==> config.mk <==
export PLATFORM = sky130hd
export DESIGN_NAME = pipeline_stall_ctrl
export DESIGN_NICKNAME = d
export VERILOG_FILES = /design/src/rtl/pipeline_stall_ctrl.sv
export SDC_FILE = /design/constraint.sdc
export NUM_CORES = 1
export LEC_CHECK = 0
export CORE_AREA = 2 2 69 45
export DETAILED_ROUTE_END_ITERATION = 6
export DIE_AREA = 0 0 71 47
export MAX_ROUTING_LAYER = met4
export PLACE_DENSITY = 0.78
export SETUP_SLACK_MARGIN = 0.4
export SLEW_MARGIN = 20
export SYNTH_ARGS = -nofsm -noshare
export SYNTH_HDL_FRONTEND = slang
export SYNTH_SLANG_ARGS = --single-unit
==> constraint.sdc <==
create_clock -name clk -period 3.83 [get_ports clk]
set_input_delay 0.766 -clock clk [delete_from_list [all_inputs] [get_ports clk]]
set_output_delay 0.766 -clock clk [all_outputs]
set_load 0.1 [all_outputs]
==> src/rtl/pipeline_stall_ctrl.sv <==
// pipeline_stall_ctrl
// Central stall/flush controller for an in-order pipeline. It sits beside the
// pipeline and drives the enable (stall), NOP-insert (bubble) and clear (flush)
// of every inter-stage register. Index 0 is the pc register; a higher index is
// later in the pipe.
//
// Three sources are combined:
//   - stall_req     : per-stage combinational stall requests
//   - counted hold  : a multi-cycle hold (divider, cache refill) owned by one
//                     stage and lasting exactly hold_cycles cycles
//   - flush_req     : branch/exception flush from stage FLUSH_STAGE, which
//                     clears stages 0..FLUSH_STAGE-1 once that stage can move
//
// Ports:
//   clk, rst          clock, asynchronous active-high reset
//   stall_req         per-stage stall requests (level)
//   hold_start        pulse starting a counted hold
//   hold_stage        stage index owning the hold (sampled with hold_start)
//   hold_cycles       hold length in cycles (sampled with hold_start)
//   flush_req         one-cycle flush request
//   stall             bit i: register i keeps its value
//   bubble            bit i: register i loads a NOP
//   flush             bit i: register i is cleared this cycle
//   hold_busy         a counted hold is running; new hold_start is ignored
//   flush_pending     a flush was accepted but is waiting for its stage
//
// Optional feature (macro STALL_PERF_EN): adds stall_cycles (32 bit) and
// flush_count (16 bit) performance counters. With the macro undefined the
// ports and counters do not exist.

module pipeline_stall_ctrl #(
  parameter int NUM_STAGES  = 6,
  parameter int FLUSH_STAGE = 3,
  parameter int STAGE_W     = 3,
  parameter int CNT_W       = 6
) (
  input  logic                  clk,
  input  logic                  rst,
  input  logic [NUM_STAGES-1:0] stall_req,
  input  logic                  hold_start,
  input  logic [STAGE_W-1:0]    hold_stage,
  input  logic [CNT_W-1:0]      hold_cycles,
  input  logic                  flush_req,
  output logic [NUM_STAGES-1:0] stall,
  output logic [NUM_STAGES-1:0] bubble,
  output logic [NUM_STAGES-1:0] flush,
  output logic                  hold_busy,
`ifdef STALL_PERF_EN
  output logic [31:0]           stall_cycles,
  output logic [15:0]           flush_count,
`endif
  output logic                  flush_pending
);

  typedef enum logic {
    IDLE,
    HOLD
  } state_t;

  state_t                  state_q, state_d;
  logic [CNT_W-1:0]        remaining_q, remaining_d;
  logic [STAGE_W-1:0]      held_stage_q, held_stage_d;
  logic                    hold_busy_q, hold_busy_d;
  logic                    flush_pending_q, flush_pending_d;

  logic                    hold_accept;
  logic                    hold_active;
  logic [STAGE_W-1:0]      hold_idx;
  logic [NUM_STAGES-1:0]   hold_vec;
  logic [NUM_STAGES-1:0]   eff;

  logic                    eff_any;
  int                      top_idx;
  logic [NUM_STAGES-1:0]   stall_raw;
  logic [NUM_STAGES-1:0]   bubble_raw;
  logic [NUM_STAGES-1:0]   flush_mask;
  logic                    flush_trig;
  logic                    flush_apply;

`ifdef STALL_PERF_EN
  logic [31:0]             stall_cycles_q, stall_cycles_d;
  logic [15:0]             flush_count_q, flush_count_d;
`endif

  // A hold is accepted only from IDLE with a non-zero length and a stage that
  // exists; it contributes to the request vector in the acceptance cycle too,
  // which is why the hold index comes straight from the inputs in that cycle.
  always_comb begin
    hold_accept = (state_q == IDLE) && hold_start && (hold_cycles != '0)
                  && (int'(hold_stage) < NUM_STAGES);
    hold_active = (state_q == HOLD) || hold_accept;
    hold_idx    = (state_q == HOLD) ? held_stage_q : hold_stage;
    hold_vec    = '0;
    for (int i = 0; i < NUM_STAGES; i++) begin
      hold_vec[i] = hold_active && (i == int'(hold_idx));
    end
    eff = stall_req | hold_vec;
  end

  // The latest stalled stage freezes itself and everything in front of it;
  // the register just behind it gets a bubble so nothing is duplicated.
  // A flush can only fire when stage FLUSH_STAGE and later are free to move,
  // i.e. the latest stalled stage is before the flushing stage.
  always_comb begin
    eff_any    = 1'b0;
    top_idx    = 0;
    stall_raw  = '0;
    bubble_raw = '0;
    flush_mask = '0;
    for (int i = 0; i < NUM_STAGES; i++) begin
      if (eff[i]) begin
        eff_any = 1'b1;
        top_idx = i;
      end
    end
    for (int i = 0; i < NUM_STAGES; i++) begin
      if (eff_any && (i <= top_idx)) stall_raw[i] = 1'b1;
      if (eff_any && (i == top_idx + 1)) bubble_raw[i] = 1'b1;
      if (i < FLUSH_STAGE) flush_mask[i] = 1'b1;
    end
    flush_trig  = flush_req || flush_pending_q;
    flush_apply = flush_trig && (!eff_any || (top_idx < FLUSH_STAGE));
  end

  // Hold counter: remaining counts the cycles still owed after the current one.
  // An applied flush cancels a hold owned by a stage it is about to clear,
  // since that instruction is being discarded anyway.
  always_comb begin
    state_d      = state_q;
    remaining_d  = remaining_q;
    held_stage_d = held_stage_q;
    case (state_q)
      IDLE: begin
        if (hold_accept && (hold_cycles != CNT_W'(1))) begin
          state_d      = HOLD;
          remaining_d  = hold_cycles - CNT_W'(1);
          held_stage_d = hold_stage;
        end
      end
      HOLD: begin
        if (flush_apply && (int'(held_stage_q) < FLUSH_STAGE)) begin
          state_d     = IDLE;
          remaining_d = '0;
        end else if (remaining_q == CNT_W'(1)) begin
          state_d     = IDLE;
          remaining_d = '0;
        end else begin
          remaining_d = remaining_q - CNT_W'(1);
        end
      end
      default: begin
        state_d     = IDLE;
        remaining_d = '0;
      end
    endcase
    hold_busy_d     = (state_d == HOLD);
    flush_pending_d = flush_trig && !flush_apply;
  end

`ifdef STALL_PERF_EN
  // Counters wrap naturally at all-ones.
  always_comb begin
    stall_cycles_d = stall_cycles_q;
    flush_count_d  = flush_count_q;
    if (eff_any && !flush_apply) stall_cycles_d = stall_cycles_q + 32'd1;
    if (flush_apply) flush_count_d = flush_count_q + 16'd1;
  end
`endif

  // All state, including the registered status outputs.
  always_ff @(posedge clk or posedge rst) begin
    if (rst) begin
      state_q         <= IDLE;
      remaining_q     <= '0;
      held_stage_q    <= '0;
      hold_busy_q     <= 1'b0;
      flush_pending_q <= 1'b0;
`ifdef STALL_PERF_EN
      stall_cycles_q  <= '0;
      flush_count_q   <= '0;
`endif
    end else begin
      state_q         <= state_d;
      remaining_q     <= remaining_d;
      held_stage_q    <= held_stage_d;
      hold_busy_q     <= hold_busy_d;
      flush_pending_q <= flush_pending_d;
`ifdef STALL_PERF_EN
      stall_cycles_q  <= stall_cycles_d;
      flush_count_q   <= flush_count_d;
`endif
    end
  end

  // Flush wins over stall/bubble on the cleared registers; combinational
  // outputs are held at 0 throughout reset.
  always_comb begin
    stall  = '0;
    bubble = '0;
    flush  = '0;
    if (!rst) begin
      if (flush_apply) begin
        flush  = flush_mask;
        stall  = stall_raw & ~flush_mask;
        bubble = bubble_raw & ~flush_mask;
      end else begin
        stall  = stall_raw;
        bubble = bubble_raw;
      end
    end
  end

  assign hold_busy     = hold_busy_q;
  assign flush_pending = flush_pending_q;
`ifdef STALL_PERF_EN
  assign stall_cycles  = stall_cycles_q;
  assign flush_count   = flush_count_q;
`endif

endmodule

==> flow_summary.ini <==
[run_status]
outcome = finished, final reports clean

[global_route]
globalRouteTotalUtil = 0.322
grt_pass1_wl_mm = 7.59
grt_pass1_vias = 1613
grt_max_degree = 16
overflow = 0
antenna_found_initial = 0

[sta]
fmax_mhz = 262
worst_slew_pin_slew_ns = 0.971
hold_viol_final = 0
holdWs_ns = 0.592
rsz0062_at_grt = true
maxSlewViolCount = 0
fin_crit_ns = 3.82
setup_viol = 0
skew_ns = 0.00241
relSlewSlack = 0.350
setup_slack_ns = 0.0120
finalCritPeriodShare = 0.997

[logic_synthesis]
ys_ff_latch = 11
synth_top_cell_area_share = 0.230
ys_top_cells_by_area = dfrtp_1 (23%), ha_1 (8.4%), nor2_1 (6.0%), a21oi_1 (5.9%), inv_1 (3.8%)
syn_inst = 157
syn_area_mm2 = 0.00119
yosysTopAreaCell = dfrtp_1
yosysSeqAreaShare = 0.230
ys.flop_type = dfrtp_1
synthesis.area_per_instance_um2 = 7.61
async_flop_share = 1.00
yosysMostFrequentCell = nor2_1
synth_warnings = 0
synthTopCellsByCount = nor2_1 (19), a21oi_1 (14), inv_1 (12), dfrtp_1 (11), nand2_1 (9)
synth_cell_type_count = 46
synth_edf_count = 0

[routing]
top_layer = met4
num_vias = 1647
via_per_inst = 6.17
wl_per_cell_um = 21.1
dr_wl_met3_um = 430
drt-total-wl_mm = 5.64
met1Wirelength_mm = 2.12
ant_nets = 0
drtIter0Drc = 147
drc_errors = 0
wl_met2_mm = 2.69
dr.pass1.iters = 4

[place]
io_buffers = 35
gp_congestion = 0.876
post-place-ws_ns = -0.332
dp_hpwl_mm = 2.88
placedInstanceArea_mm2 = 0.00194

[floorplan]
start_util = 0.439
fp-row-count = 15
die_x_um = 71
coreArea_mm2 = 0.00272
dieArea_mm2 = 0.00334
die_h_um = 47
ios = 39

[critical_path]
critPathLaunchType = input port
worst_path_dominant_cell_family = simple AND/OR/NAND/NOR gates
crit_fanout = 4
startpoint = hold_stage[1]
crit_buf_inv = 4
endpoint_kind = primary output
arrival_ns = 3.05
crit_top_cell = buf_6
worst_path_max_delay_cell = or3b_4
crit_type = input port to primary output
path_cells = buf_6 > or3b_4 > a22oi_2 > a21boi_4 > buf_6 > buf_6 > ha_4 > a21oi_4 > nand2_2 > or3b_4 > a211oi_4 > buf_12
worstPathRequired_ns = 3.06
r2r-start = hold_busy
worst_path_largest_cell_delay_ns = 0.40

[cells_and_area]
drive_gt1_frac = 0.455
stdcell_area_mm2 = 0.00233
synthToLayoutAreaGrowth_pct = 94.7
antennaDiodeCount = 0
final_net_count = 261

[clock_network]
hold_buffers = 0
cts.sinks = 11
clk_pin_slew_ns = 0.05
clkLatencyLatePin_ns = 0.25
cts_buffers = 3
h-tree-depth = 1
cts_max_path_buffers = 2
cts_tree = yes
clockRootBuffer = clkbuf_8

[power_and_ir_drop]
ir_worst_vdd_v = 0.000397
powerDensity_mw_per_mm2 = 592
power_w = 0.00138
p_leak_nw = 1.02

[worst_hold_path]
hold_path.class = register to register
hp-start = remaining_q[4]

[job]
drv_cap = 0
==> power by group <==
group | internal [W] | switching [W] | total [W]
Sequential | 0.000175 | 0.0000823 | 0.000257
Clock | 0.0000736 | 0.0000509 | 0.000124
Combinational | 0.000405 | 0.000591 | 0.000996
==> registers in the layout, indices dropped and copies added (netlist names) <==
name           flops
flush_pending      1
held_stage_q       3
hold_busy          1
remaining_q        6
==> through the flow <==
step	util	std cells	TNS, ns
after floorplan	-	159	-0.637
after global placement	0.713	240	-0.353
after detailed placement	0.713	240	-0.701
after CTS	0.804	260	0
after global routing	0.855	267	-0.114
final	0.855	267	0
==> routing by layer <==
metal | up-vias | GRT usage
li1 | 707 | -
met1 | 777 | 0.342
met2 | 121 | 0.538
met3 | 42 | 0.0923
met4 | 0 | 0.230
met5 | - | -
==> worst paths after layout <==
kind                             endpoint  slack, ns  cells past startpoint
max in group asynchronous   flush_pending       2.27                      3
hold reg to reg            remaining_q[4]       0.59                      2
hold / removal             remaining_q[4]       0.59                      2
min in group asynchronous       hold_busy       1.09                      2
setup reg to reg           remaining_q[0]       0.69                     13
setup / recovery                bubble[1]       0.01                     12
==> logic make-up after synthesis <==
group                      count (synthesis)  synth area share
AOI/OAI and AO/OA                         44             0.240
xor gates and xnor gates                   4            0.0293
adders and majority gates                  8            0.0838
buffers and inverters                     20            0.0806
DFF                                       11             0.230
muxes                                      4            0.0366
other                                      1           0.00314
and+or+nand+nor                           65             0.296
==> cell type report <==
cell class	count	area (µm²)
clock buffer	4	45.0
fill	128	395
inverter	12	52.6
multi-input combinational	128	1030
sequential	11	279
tap	34	42.5
timing repair buffer	78	872
==> worst min-delay path, stage by stage (launching register included) <==
cell and delay [ns]:
dfrtp_1 0.34, inv_1 0.04, o221ai_1 0.17
==> cell usage in the layout, fill, tap and decap left out, types with 4 or more instances in the layout <==
cell and count:
xnor2_1 4, buf_6 14, nand2_1 8, clkdlybuf4s50_1 10, nand2b_1 5, nand3_1 5, buf_4 34, buf_12 15
inv_1 9, a21oi_1 10, ha_1 5, o21ai_1 4, dfrtp_1 10, o21ai_0 5, o22ai_1 4, nor2_1 16
==> what timing repair did <==
item | 4_1_cts | 5_1_grt
buffers inserted | 16 | 7
pin swaps | 16 | 12
gates cloned | 0 | 0
resized for setup | 63 | 21
endpoints found under the setup margin | 13 | 11
(Power assumes the default switching activity.)
